==> config.mk <==
export PLATFORM = sky130hd
export DESIGN_NAME = spike_arbiter_flat
export DESIGN_NICKNAME = d
export VERILOG_FILES = /design/src/rtl/spike_arbiter_if.sv /design/src/rtl/spike_arbiter.sv /design/src/flat_wrapper.sv
export SDC_FILE = /design/constraint.sdc
export NUM_CORES = 1
export LEC_CHECK = 0
export ABC_AREA = 1
export CAP_MARGIN = 20
export CORE_MARGIN = 2
export CORE_UTILIZATION = 50
export DETAILED_ROUTE_END_ITERATION = 16
export PLACE_DENSITY = 0.85
export SKIP_LAST_GASP = 1
export SLEW_MARGIN = 20
export SYNTH_ARGS = -nofsm -noshare
export SYNTH_HDL_FRONTEND = slang
export SYNTH_SLANG_ARGS = --single-unit
==> constraint.sdc <==
create_clock -name i_clk -period 4.3 [get_ports i_clk]
set_input_delay 1.075 -clock i_clk [delete_from_list [all_inputs] [get_ports i_clk]]
set_output_delay 1.075 -clock i_clk [all_outputs]
set_load 0.02 [all_outputs]
==> src/rtl/spike_arbiter_if.sv <==
// Handshake and configuration bundle between event requesters, the arbiter and the shared synapse.
interface spike_arbiter_if #(
    parameter int unsigned p_width = 8,
    parameter int unsigned p_nin   = 4
);
    logic [p_nin-1:0]   i_event;
    logic               i_done;
    logic               i_wr_en;
    logic [3:0]         i_wr_addr;
    logic [p_width-1:0] i_wr_data;
    logic               o_event;
    logic [p_width-1:0] o_weight;
    logic [3:0]         o_sel;
    logic               o_busy;
    logic [7:0]         o_drop;

    modport master (
        output i_event, i_done, i_wr_en, i_wr_addr, i_wr_data,
        input  o_event, o_weight, o_sel, o_busy, o_drop
    );

    modport slave (
        input  i_event, i_done, i_wr_en, i_wr_addr, i_wr_data,
        output o_event, o_weight, o_sel, o_busy, o_drop
    );
endinterface

==> src/rtl/spike_arbiter.sv <==
// Round-robin arbiter sharing one synapse datapath among p_nin event requesters,
// with per-requester weights, enforced post-operation gap and a saturating drop counter.
module spike_arbiter #(
    parameter int unsigned p_width = 8,
    parameter int unsigned p_nin   = 4,
    parameter int unsigned p_gap   = 2
) (
    input  logic           i_clk,
    input  logic           i_rst,
    spike_arbiter_if.slave bus
);
    localparam int unsigned sel_w = (p_nin > 1) ? $clog2(p_nin) : 1;

    typedef enum logic [1:0] {
        ST_IDLE  = 2'd0,
        ST_ISSUE = 2'd1,
        ST_WAIT  = 2'd2,
        ST_GAP   = 2'd3
    } state_t;

    state_t             state, state_next;
    logic [p_nin-1:0]   pending, pending_next;
    logic [p_nin-1:0]   grant_oh, lost;
    logic [3:0]         ptr, ptr_next;
    logic [3:0]         gap_cnt, gap_cnt_next;
    logic [3:0]         grant_idx;
    logic               grant_found;
    logic [3:0]         sel_next;
    logic [p_width-1:0] weight_out_next;
    logic               event_next, busy_next;
    logic [4:0]         lost_cnt;
    logic [8:0]         drop_sum;
    logic [7:0]         drop_next;
    logic [p_width-1:0] weight [p_nin];

    // Weight register file; out-of-range addresses are discarded.
    always_ff @(posedge i_clk) begin
        if (i_rst) begin
            for (int unsigned k = 0; k < p_nin; k++) begin
                weight[k] <= '0;
            end
        end else if (bus.i_wr_en && (32'(bus.i_wr_addr) < p_nin)) begin
            weight[bus.i_wr_addr[sel_w-1:0]] <= bus.i_wr_data;
        end
    end

    // First pending requester at or after ptr+1, wrapping.
    always_comb begin : rr_search
        int unsigned idx;
        idx         = 0;
        grant_found = 1'b0;
        grant_idx   = '0;
        for (int unsigned i = 1; i <= p_nin; i++) begin
            idx = 32'(ptr) + i;
            if (idx >= p_nin) begin
                idx = idx - p_nin;
            end
            if (!grant_found && pending[idx[sel_w-1:0]]) begin
                grant_found = 1'b1;
                grant_idx   = 4'(idx);
            end
        end
    end

    always_comb begin
        state_next      = state;
        ptr_next        = ptr;
        gap_cnt_next    = gap_cnt;
        sel_next        = bus.o_sel;
        weight_out_next = bus.o_weight;
        grant_oh        = '0;
        lost_cnt        = '0;

        case (state)
            ST_IDLE: begin
                if (grant_found) begin
                    grant_oh[grant_idx[sel_w-1:0]] = 1'b1;
                    ptr_next        = grant_idx;
                    sel_next        = grant_idx;
                    weight_out_next = weight[grant_idx[sel_w-1:0]];
                    state_next      = ST_ISSUE;
                end
            end
            ST_ISSUE: state_next = ST_WAIT;
            ST_WAIT: begin
                if (bus.i_done) begin
                    if (p_gap == 0) begin
                        state_next = ST_IDLE;
                    end else begin
                        state_next   = ST_GAP;
                        gap_cnt_next = 4'(p_gap - 1);
                    end
                end
            end
            ST_GAP: begin
                if (gap_cnt == 4'd0) begin
                    state_next = ST_IDLE;
                end else begin
                    gap_cnt_next = gap_cnt - 4'd1;
                end
            end
            default: state_next = ST_IDLE;
        endcase

        // A request colliding with its own grant is re-queued, not lost.
        lost         = bus.i_event & pending & ~grant_oh;
        pending_next = (pending & ~grant_oh) | bus.i_event;
        for (int unsigned k = 0; k < p_nin; k++) begin
            lost_cnt = lost_cnt + 5'(lost[k]);
        end
        drop_sum  = 9'(bus.o_drop) + 9'(lost_cnt);
        drop_next = drop_sum[8] ? 8'hFF : drop_sum[7:0];

        event_next = (state_next == ST_ISSUE);
        busy_next  = (state_next != ST_IDLE);
    end

    always_ff @(posedge i_clk) begin
        if (i_rst) begin
            state        <= ST_IDLE;
            pending      <= '0;
            ptr          <= 4'(p_nin - 1);
            gap_cnt      <= '0;
            bus.o_event  <= 1'b0;
            bus.o_weight <= '0;
            bus.o_sel    <= '0;
            bus.o_busy   <= 1'b0;
            bus.o_drop   <= '0;
        end else begin
            state        <= state_next;
            pending      <= pending_next;
            ptr          <= ptr_next;
            gap_cnt      <= gap_cnt_next;
            bus.o_event  <= event_next;
            bus.o_weight <= weight_out_next;
            bus.o_sel    <= sel_next;
            bus.o_busy   <= busy_next;
            bus.o_drop   <= drop_next;
        end
    end
endmodule

==> src/flat_wrapper.sv <==
// flat-port wrapper written by rule: the top's interface ports become plain ports
module spike_arbiter_flat 
#(
    parameter int unsigned p_width = 8,
    parameter int unsigned p_nin   = 4,
    parameter int unsigned p_gap   = 2
)
  (i_clk, i_rst, bus_i_event, bus_i_done, bus_i_wr_en, bus_i_wr_addr, bus_i_wr_data, bus_o_event, bus_o_weight, bus_o_sel, bus_o_busy, bus_o_drop);
  spike_arbiter_if #(.p_width(p_width), .p_nin(p_nin)) bus_i ();
  input  logic i_clk;
  input  logic i_rst;
  input wire logic [$bits(bus_i.i_event)-1:0] bus_i_event;
  input wire logic [$bits(bus_i.i_done)-1:0] bus_i_done;
  input wire logic [$bits(bus_i.i_wr_en)-1:0] bus_i_wr_en;
  input wire logic [$bits(bus_i.i_wr_addr)-1:0] bus_i_wr_addr;
  input wire logic [$bits(bus_i.i_wr_data)-1:0] bus_i_wr_data;
  output wire logic [$bits(bus_i.o_event)-1:0] bus_o_event;
  output wire logic [$bits(bus_i.o_weight)-1:0] bus_o_weight;
  output wire logic [$bits(bus_i.o_sel)-1:0] bus_o_sel;
  output wire logic [$bits(bus_i.o_busy)-1:0] bus_o_busy;
  output wire logic [$bits(bus_i.o_drop)-1:0] bus_o_drop;
  assign bus_i.i_event = bus_i_event;
  assign bus_i.i_done = bus_i_done;
  assign bus_i.i_wr_en = bus_i_wr_en;
  assign bus_i.i_wr_addr = bus_i_wr_addr;
  assign bus_i.i_wr_data = bus_i_wr_data;
  assign bus_o_event = bus_i.o_event;
  assign bus_o_weight = bus_i.o_weight;
  assign bus_o_sel = bus_i.o_sel;
  assign bus_o_busy = bus_i.o_busy;
  assign bus_o_drop = bus_i.o_drop;
  spike_arbiter #(.p_width(p_width), .p_nin(p_nin), .p_gap(p_gap)) u_core (.i_clk(i_clk), .i_rst(i_rst), .bus(bus_i));
endmodule
==> flow_metrics.py, run 1 <==
metrics = {
    "clocking": {
        "cts_buffers": 9,
        "clkLatencyLatePin_ns": 0.35,
        "cts_tree": "done",
        "path_clk_slew_ns": 0.08,
        "cts.path.max_buffers": 2,
        "cts-htree-levels": 3,
        "cts_sinks": 66,
        "clock-root-buffer": "clkbuf_8",
    },
    "floorplan": {
        "start_util": 0.507,
        "die_y_um": 91.8,
        "die_w_um": 91.8,
        "ios": 42,
        "die-area_um2": 8430,
        "rows": 32,
        "coreArea_um2": 7610,
    },
    "critical_path": {
        "cp_common_cell": "nand2_1",
        "slowest_stage": "fa_2",
        "cp.arrival_ns": 4.41,
        "critical-path-max-stage-delay_ns": 0.56,
        "crit_required_ns": 4.60,
        "regToRegEndpoint": "u_core.bus.o_drop[5]",
        "crit_type": "register to register",
        "end_kind": "register",
        "rr_worst_depth": 26,
        "crit_path_start_kind": "register",
        "r2r_start": "u_core.ptr[0]",
        "path_max_fanout": 5,
        "rrSetupSlack_ns": 0.18,
    },
    "pwr": {
        "max-vdd-ir-drop_uv": 275,
        "power_density_nw_per_um2": 713,
        "p_leak_nw": 2.19,
        "power_mw": 3.38,
    },
    "sta": {
        "setup_viol": 0,
        "hold_violations": 0,
        "skew_ns": 0.0108,
        "timing.slew.headroom": 0.540,
        "tightest_slew_ns": 0.683,
        "period_needed_ns": 4.12,
        "fmax_ghz": 0.243,
        "slew_viol_final": 0,
        "whs_ns": 0.487,
        "worst_slack_ns": 0.184,
        "fin_crit_sh": 0.957,
    },
    "synthesis": {
        "async_flop_share": 0,
        "synth.distinct_cells": 37,
        "synth-main-ff-cell": "dfxtp_1",
        "seq_area_frac_synth": 0.426,
        "synth_edf_count": 32,
        "ys_ff_latch": 66,
        "netlist_area_um2": 3860,
        "synth.net_count": 531,
        "syn_inst": 489,
        "avgSynthCellArea_um2": 7.89,
        "yosys_warnings": 0,
    },
    "place": {
        "place_area_um2": 4410,
        "post-place-ws_ns": -0.0996,
        "hpwl_mm": 6.18,
        "port_buffers": 41,
        "gp_routability_congestion": 0.867,
    },
    "route": {
        "antenna_left": 0,
        "num_vias": 3264,
        "via_per_inst": 5.00,
        "drtIter0Drc": 183,
        "dr.pass1.iters": 5,
        "wirelength_mm": 8.51,
        "drc": 0,
        "avgRoutedWirePerCell_um": 13.0,
    },
    "min_path": {
        "min_from": "u_core.bus.o_sel[1]",
        "hold_class": "register to register",
        "hold_depth": 2,
        "hold_end": "u_core.bus.o_sel[1]",
    },
    "grt": {
        "grt_pass1_vias": 3182,
        "antenna_found_initial": 0,
        "grt_max_degree": 26,
        "grt_usage": 0.211,
        "overflow": 0,
        "grt_first_pass_wirelength_mm": 14.2,
    },
    "finish": {
        "antennaDiodeCount": 0,
        "layout_commonest_cell": "inv_1",
        "synthToLayoutAreaGrowth_pct": 22.9,
        "final_cell_mix": "inv_1, nand2_1, nor2_1",
        "fin_nets": 588,
        "n_fill_cell": 661,
        "drive_gt1_frac": 0.149,
        "fin_area_um2": 4740,
    },
    "flow_run": {
        "cap_violations": 0,
    },
    "run_status": {
        "status": "finished clean",
    },
}
[per-stage QoR]
stage | instances | utilization | setup TNS [ns]
floorplan | 489 | - | 0
global placement | 628 | 0.580 | 0
detailed placement | 628 | 0.580 | -0.131
CTS | 645 | 0.607 | 0
global route | 653 | 0.623 | -0.214
finish | 653 | 0.623 | 0
[synthesized netlist by cell type, types with 2 or more instances]
cell type,n,area [µm²]
inv_1,89,334
nor3_1,17,85.1
nand2_4,4,45.0
xnor2_1,3,26.3
buf_6,4,45.0
a31oi_1,4,25.0
nor2_2,2,12.5
fa_1,2,40.0
o21ai_1,3,15.0
o21ai_0,10,50.1
nand3_1,60,300
xor2_1,6,52.6
buf_2,3,15.0
edfxtp_1,32,961
inv_2,3,11.3
clkbuf_1,4,15.0
nand2_2,5,31.3
nand3_2,4,40.0
buf_4,4,30.0
dfxtp_1,34,681
nor2_1,63,236
a211oi_1,2,15.0
nand2_1,79,297
nand2_8,2,40.0
ha_1,20,250
clkinv_1,2,7.51
nand4_1,3,18.8
a21oi_1,16,80.1
[flip-flops by register name, indices dropped and copies added, names as in the netlist]
register and count:
u_core.gap_cnt 4, u_core.bus.o_weight 8, u_core.bus.o_event 1, u_core.state 2, u_core.weight 32, u_core.bus.o_drop 8
u_core.pending 4, u_core.ptr 4, u_core.bus.o_busy 1, u_core.bus.o_sel 2
[power breakdown]
part | switching (mW) | leakage (nW) | total, mW | internal, mW
registers | 0.0840 | 0.586 | 0.861 | 0.777
logic | 1.20 | 1.50 | 1.98 | 0.789
clock network | 0.260 | 0.104 | 0.531 | 0.271
total | 1.54 | 2.19 | 3.38 | 1.84
[layout make-up]
| type | count | area (µm²) | share of cell area |
|---|---|---|---|
| clock buffers | 9 | 124 | 0.0261 |
| inverters | 95 | 364 | 0.0768 |
| well taps | 102 | 128 | 0.0269 |
| clock inverters | 7 | 75.1 | 0.0158 |
| multi-input cells | 312 | 1830 | 0.387 |
| repair buffers | 62 | 572 | 0.121 |
| flip-flops and latches | 66 | 1640 | 0.347 |
[worst max-delay path: cells and delay by family (launching register included)]
family          cells  cell delay [ns]
fa+ha+maj           5             1.61
compound gates      4             0.49
simple gates       12             1.32
buf+inv             5             0.32
flops               1             0.35
[kinds of logic (layout without fill, tap and decap cells)]
| group | after synthesis | in the layout | share of synthesized area |
|---|---|---|---|
| simple gates | 243 | 243 | 0.299 |
| buf+inv | 111 | 173 | 0.126 |
| fa+ha+maj | 22 | 22 | 0.0753 |
| flops | 66 | 66 | 0.426 |
| xor+xnor | 9 | 9 | 0.0204 |
| compound gates | 38 | 38 | 0.0542 |
[what timing repair did]
action                     in CTS  in global routing
hold buffers                    0                  0
setup buffers                   1                  8
pin swaps                       2                 11
resized for setup               0                 15
hold endpoints to repair        0                  0
setup endpoints to repair       4                  8
[routing by layer]
layer / track usage / wire length, µm / share of wire / vias to the layer above
met5: 0 / 0 / 0 / -
met4: 0.0858 / 127 / 0.015 / 0
met3: 0.0493 / 381 / 0.045 / 12
met2: 0.383 / 4520 / 0.53 / 88
met1: 0.237 / 3480 / 0.41 / 1495
li1: - / - / - / 1669
[worst max-delay path by stage]
stage,slack (ns),depth (start not counted),start,endpoint
5_1_grt,-0.08,26,u_core.ptr[0],u_core.bus.o_drop[5]
6_report,0.18,26,u_core.ptr[0],u_core.bus.o_drop[5]
2_1_floorplan,0.02,30,u_core.ptr[0],u_core.bus.o_drop[5]
4_1_cts,0.003,28,u_core.ptr[0],u_core.bus.o_drop[5]
3_3_place_gp,0.10,28,u_core.ptr[0],u_core.bus.o_drop[5]
3_5_place_dp,-0.1,28,u_core.ptr[0],u_core.bus.o_drop[5]
Power figures use the tool's default switching activity.
==> run 2, diff against run 1 <==
--- a/config.mk
+++ b/config.mk
@@ -10,6 +10,7 @@
 export CORE_MARGIN = 2
 export CORE_UTILIZATION = 50
 export DETAILED_ROUTE_END_ITERATION = 16
+export HOLD_SLACK_MARGIN = 0.15
 export PLACE_DENSITY = 0.85
 export SKIP_LAST_GASP = 1
 export SLEW_MARGIN = 20
==> results of run 2 <==
Same layout as run 1: the final DEF is identical, and so are final timing and power.
==> run 3, diff against run 2 <==
--- a/config.mk
+++ b/config.mk
@@ -8,10 +8,11 @@
 export ABC_AREA = 1
 export CAP_MARGIN = 20
 export CORE_MARGIN = 2
-export CORE_UTILIZATION = 50
+export CORE_UTILIZATION = 30
 export DETAILED_ROUTE_END_ITERATION = 16
+export GPL_ROUTABILITY_DRIVEN = 1
 export HOLD_SLACK_MARGIN = 0.15
-export PLACE_DENSITY = 0.85
+export PLACE_DENSITY = 0.59
 export SKIP_LAST_GASP = 1
 export SLEW_MARGIN = 20
 export SYNTH_ARGS = -nofsm -noshare
==> run 3 against run 2 <==
Net effect: flip-flop and latch count did not move; first-iteration DRC count down 10%; cell count rose by 10%; critical path depth is 1 higher; clock skew decreased by 0.0019 ns; register-to-register slack improved by 0.09 ns; die area rose by 63%; maximum frequency rose by 2.2%; critical endpoint unchanged; largest power group unchanged; highest routed layer unchanged.
==> flow_metrics.py, run 3 (synthesis gave the netlist of run 1 again) <==
metrics = {
    "grt": {
        "grt_usage": 0.132,
        "antenna_found_initial": 0,
        "grt_first_pass_wirelength_mm": 14.8,
        "grt_max_degree": 25,
        "overflow": 0,
        "grt_pass1_vias": 3273,
    },
    "finish": {
        "fin_nets": 585,
        "layout_commonest_cell": "inv_1",
        "largest_reg_flops": 32,
        "utilization": 0.391,
        "fin_area_um2": 4920,
        "final_cell_mix": "inv_1, nand2_1, nor2_1",
        "top_register": "u_core.weight",
        "synthToLayoutAreaGrowth_pct": 27.5,
        "drive_gt1_frac": 0.137,
        "final_cells": 720,
        "antennaDiodeCount": 0,
        "reg_top3": "u_core.weight: 32 flops, u_core.bus.o_drop: 8 flops, u_core.bus.o_weight: 8 flops",
        "n_fill_cell": 1266,
    },
    "sta": {
        "setup_viol": 0,
        "worst_slack_ns": 0.275,
        "tns_ns": 0,
        "tightest_slew_ns": 1.04,
        "period_needed_ns": 4.03,
        "slew_viol_final": 0,
        "hold_violations": 0,
        "timing.slew.headroom": 0.301,
        "whs_ns": 0.487,
        "fin_crit_sh": 0.936,
        "skew_ns": 0.00889,
        "fmax_ghz": 0.248,
    },
    "critical_path": {
        "critical-path-max-stage-delay_ns": 0.55,
        "crit_path_start_kind": "register",
        "path_max_fanout": 4,
        "crit_type": "register to register",
        "crit_required_ns": 4.57,
        "rrSetupSlack_ns": 0.27,
        "slowest_stage": "fa_2",
        "end_kind": "register",
        "cp.arrival_ns": 4.29,
        "r2r_start": "u_core.ptr[0]",
        "regToRegEndpoint": "u_core.bus.o_drop[5]",
        "rr_worst_depth": 27,
    },
    "floorplan": {
        "die-area_um2": 13800,
        "coreArea_um2": 12600,
        "ios": 42,
        "die_y_um": 117,
        "rows": 41,
        "die_w_um": 117,
        "start_util": 0.307,
    },
    "route": {
        "via_per_inst": 4.49,
        "dr.pass1.iters": 4,
        "wl_met2_mm": 4.30,
        "drc": 0,
        "wirelength_mm": 8.64,
        "antenna_left": 0,
        "avgRoutedWirePerCell_um": 12.0,
        "drtIter0Drc": 164,
        "top_layer_used": "met4",
        "dr_wl_met3_um": 351,
        "num_vias": 3236,
        "m1WireLength_mm": 3.77,
    },
    "clocking": {
        "cts-htree-levels": 3,
        "cts_tree": "done",
        "cts.path.max_buffers": 2,
        "path_clk_slew_ns": 0.06,
        "clock-root-buffer": "clkbuf_16",
        "cts_sinks": 66,
        "clkLatencyLatePin_ns": 0.33,
        "cts_buffers": 9,
    },
    "place": {
        "gp_routability_congestion": 0.833,
        "placedCellCount": 702,
        "place_area_um2": 4530,
        "hpwl_mm": 6.31,
        "post-place-ws_ns": 0.0590,
        "port_buffers": 41,
    },
    "pwr": {
        "power_mw": 3.55,
        "p_leak_nw": 2.23,
        "max-vdd-ir-drop_uv": 367,
        "power_density_nw_per_um2": 722,
    },
    "min_path": {
        "min_from": "u_core.bus.o_sel[1]",
        "hold_end": "u_core.bus.o_sel[1]",
        "hold_class": "register to register",
        "hold_depth": 2,
    },
    "run_status": {
        "status": "finished clean",
    },
    "flow_run": {
        "cap_violations": 0,
    },
}
[run 3: cell count changes in the layout (fill, tap and decap cells not counted), sizes merged]
| cell | previous run | this run |
|---|---|---|
| inv | 95 | 93 |
| bufinv | 1 | 0 |
| clkbuf | 9 | 15 |
| clkinv | 6 | 3 |
| buf | 21 | 18 |
[run 3: where the power goes]
part | internal (mW) | switching, mW | total [mW]
Clock | 0.457 | 0.261 | 0.718
Combinational | 0.765 | 1.21 | 1.97
Sequential | 0.779 | 0.0818 | 0.861
Total | 2.00 | 1.55 | 3.55
[run 3: worst max-delay path: cells and delay by family, from the launching register on]
| kind | cells | cell delay (ns) |
|---|---|---|
| flip-flops | 1 | 0.35 |
| adder cells (fa/ha/maj) | 5 | 1.57 |
| buffers and inverters | 5 | 0.31 |
| AO/OA/AOI/OAI | 2 | 0.17 |
| AND/OR/NAND/NOR | 15 | 1.55 |
[run 3: per-layer routing]
metal	track usage	vias up
met5	0	-
met4	0.0663	0
met3	0.0287	18
met2	0.227	76
met1	0.154	1482
li1	-	1660
[run 3: repair_timing]
action / CTS / global route
setup buffers: 0 / 2
hold endpoints to repair: 0 / 0
hold buffers: 0 / 0
gates resized for setup: 0 / 15
endpoints found under the setup margin: 0 / 8
[run 3: worst max path at each step]
stage | start | endpoint | slack (ns) | cells after the start
floorplan | u_core.ptr[0] | u_core.bus.o_drop[5] | 0.02 | 30
global placement | bus_i_event[0] | u_core.bus.o_drop[5] | 0.15 | 18
detailed placement | bus_i_event[0] | u_core.bus.o_drop[5] | 0.06 | 18
CTS | u_core.ptr[0] | u_core.bus.o_drop[5] | 0.04 | 27
global route | u_core.ptr[0] | u_core.bus.o_drop[5] | -0.0008 | 27
finish | u_core.ptr[0] | u_core.bus.o_drop[5] | 0.27 | 27
[run 3: cell type report]
class / instances / area (µm²) / area share
clock inverter: 1 / 5.00 / 0.00102
timing repair buffer: 59 / 546 / 0.111
multi-input combinational: 312 / 1850 / 0.377
clock buffer: 15 / 289 / 0.0588
tap: 172 / 215 / 0.0438
inverter: 95 / 364 / 0.0740
sequential: 66 / 1640 / 0.334
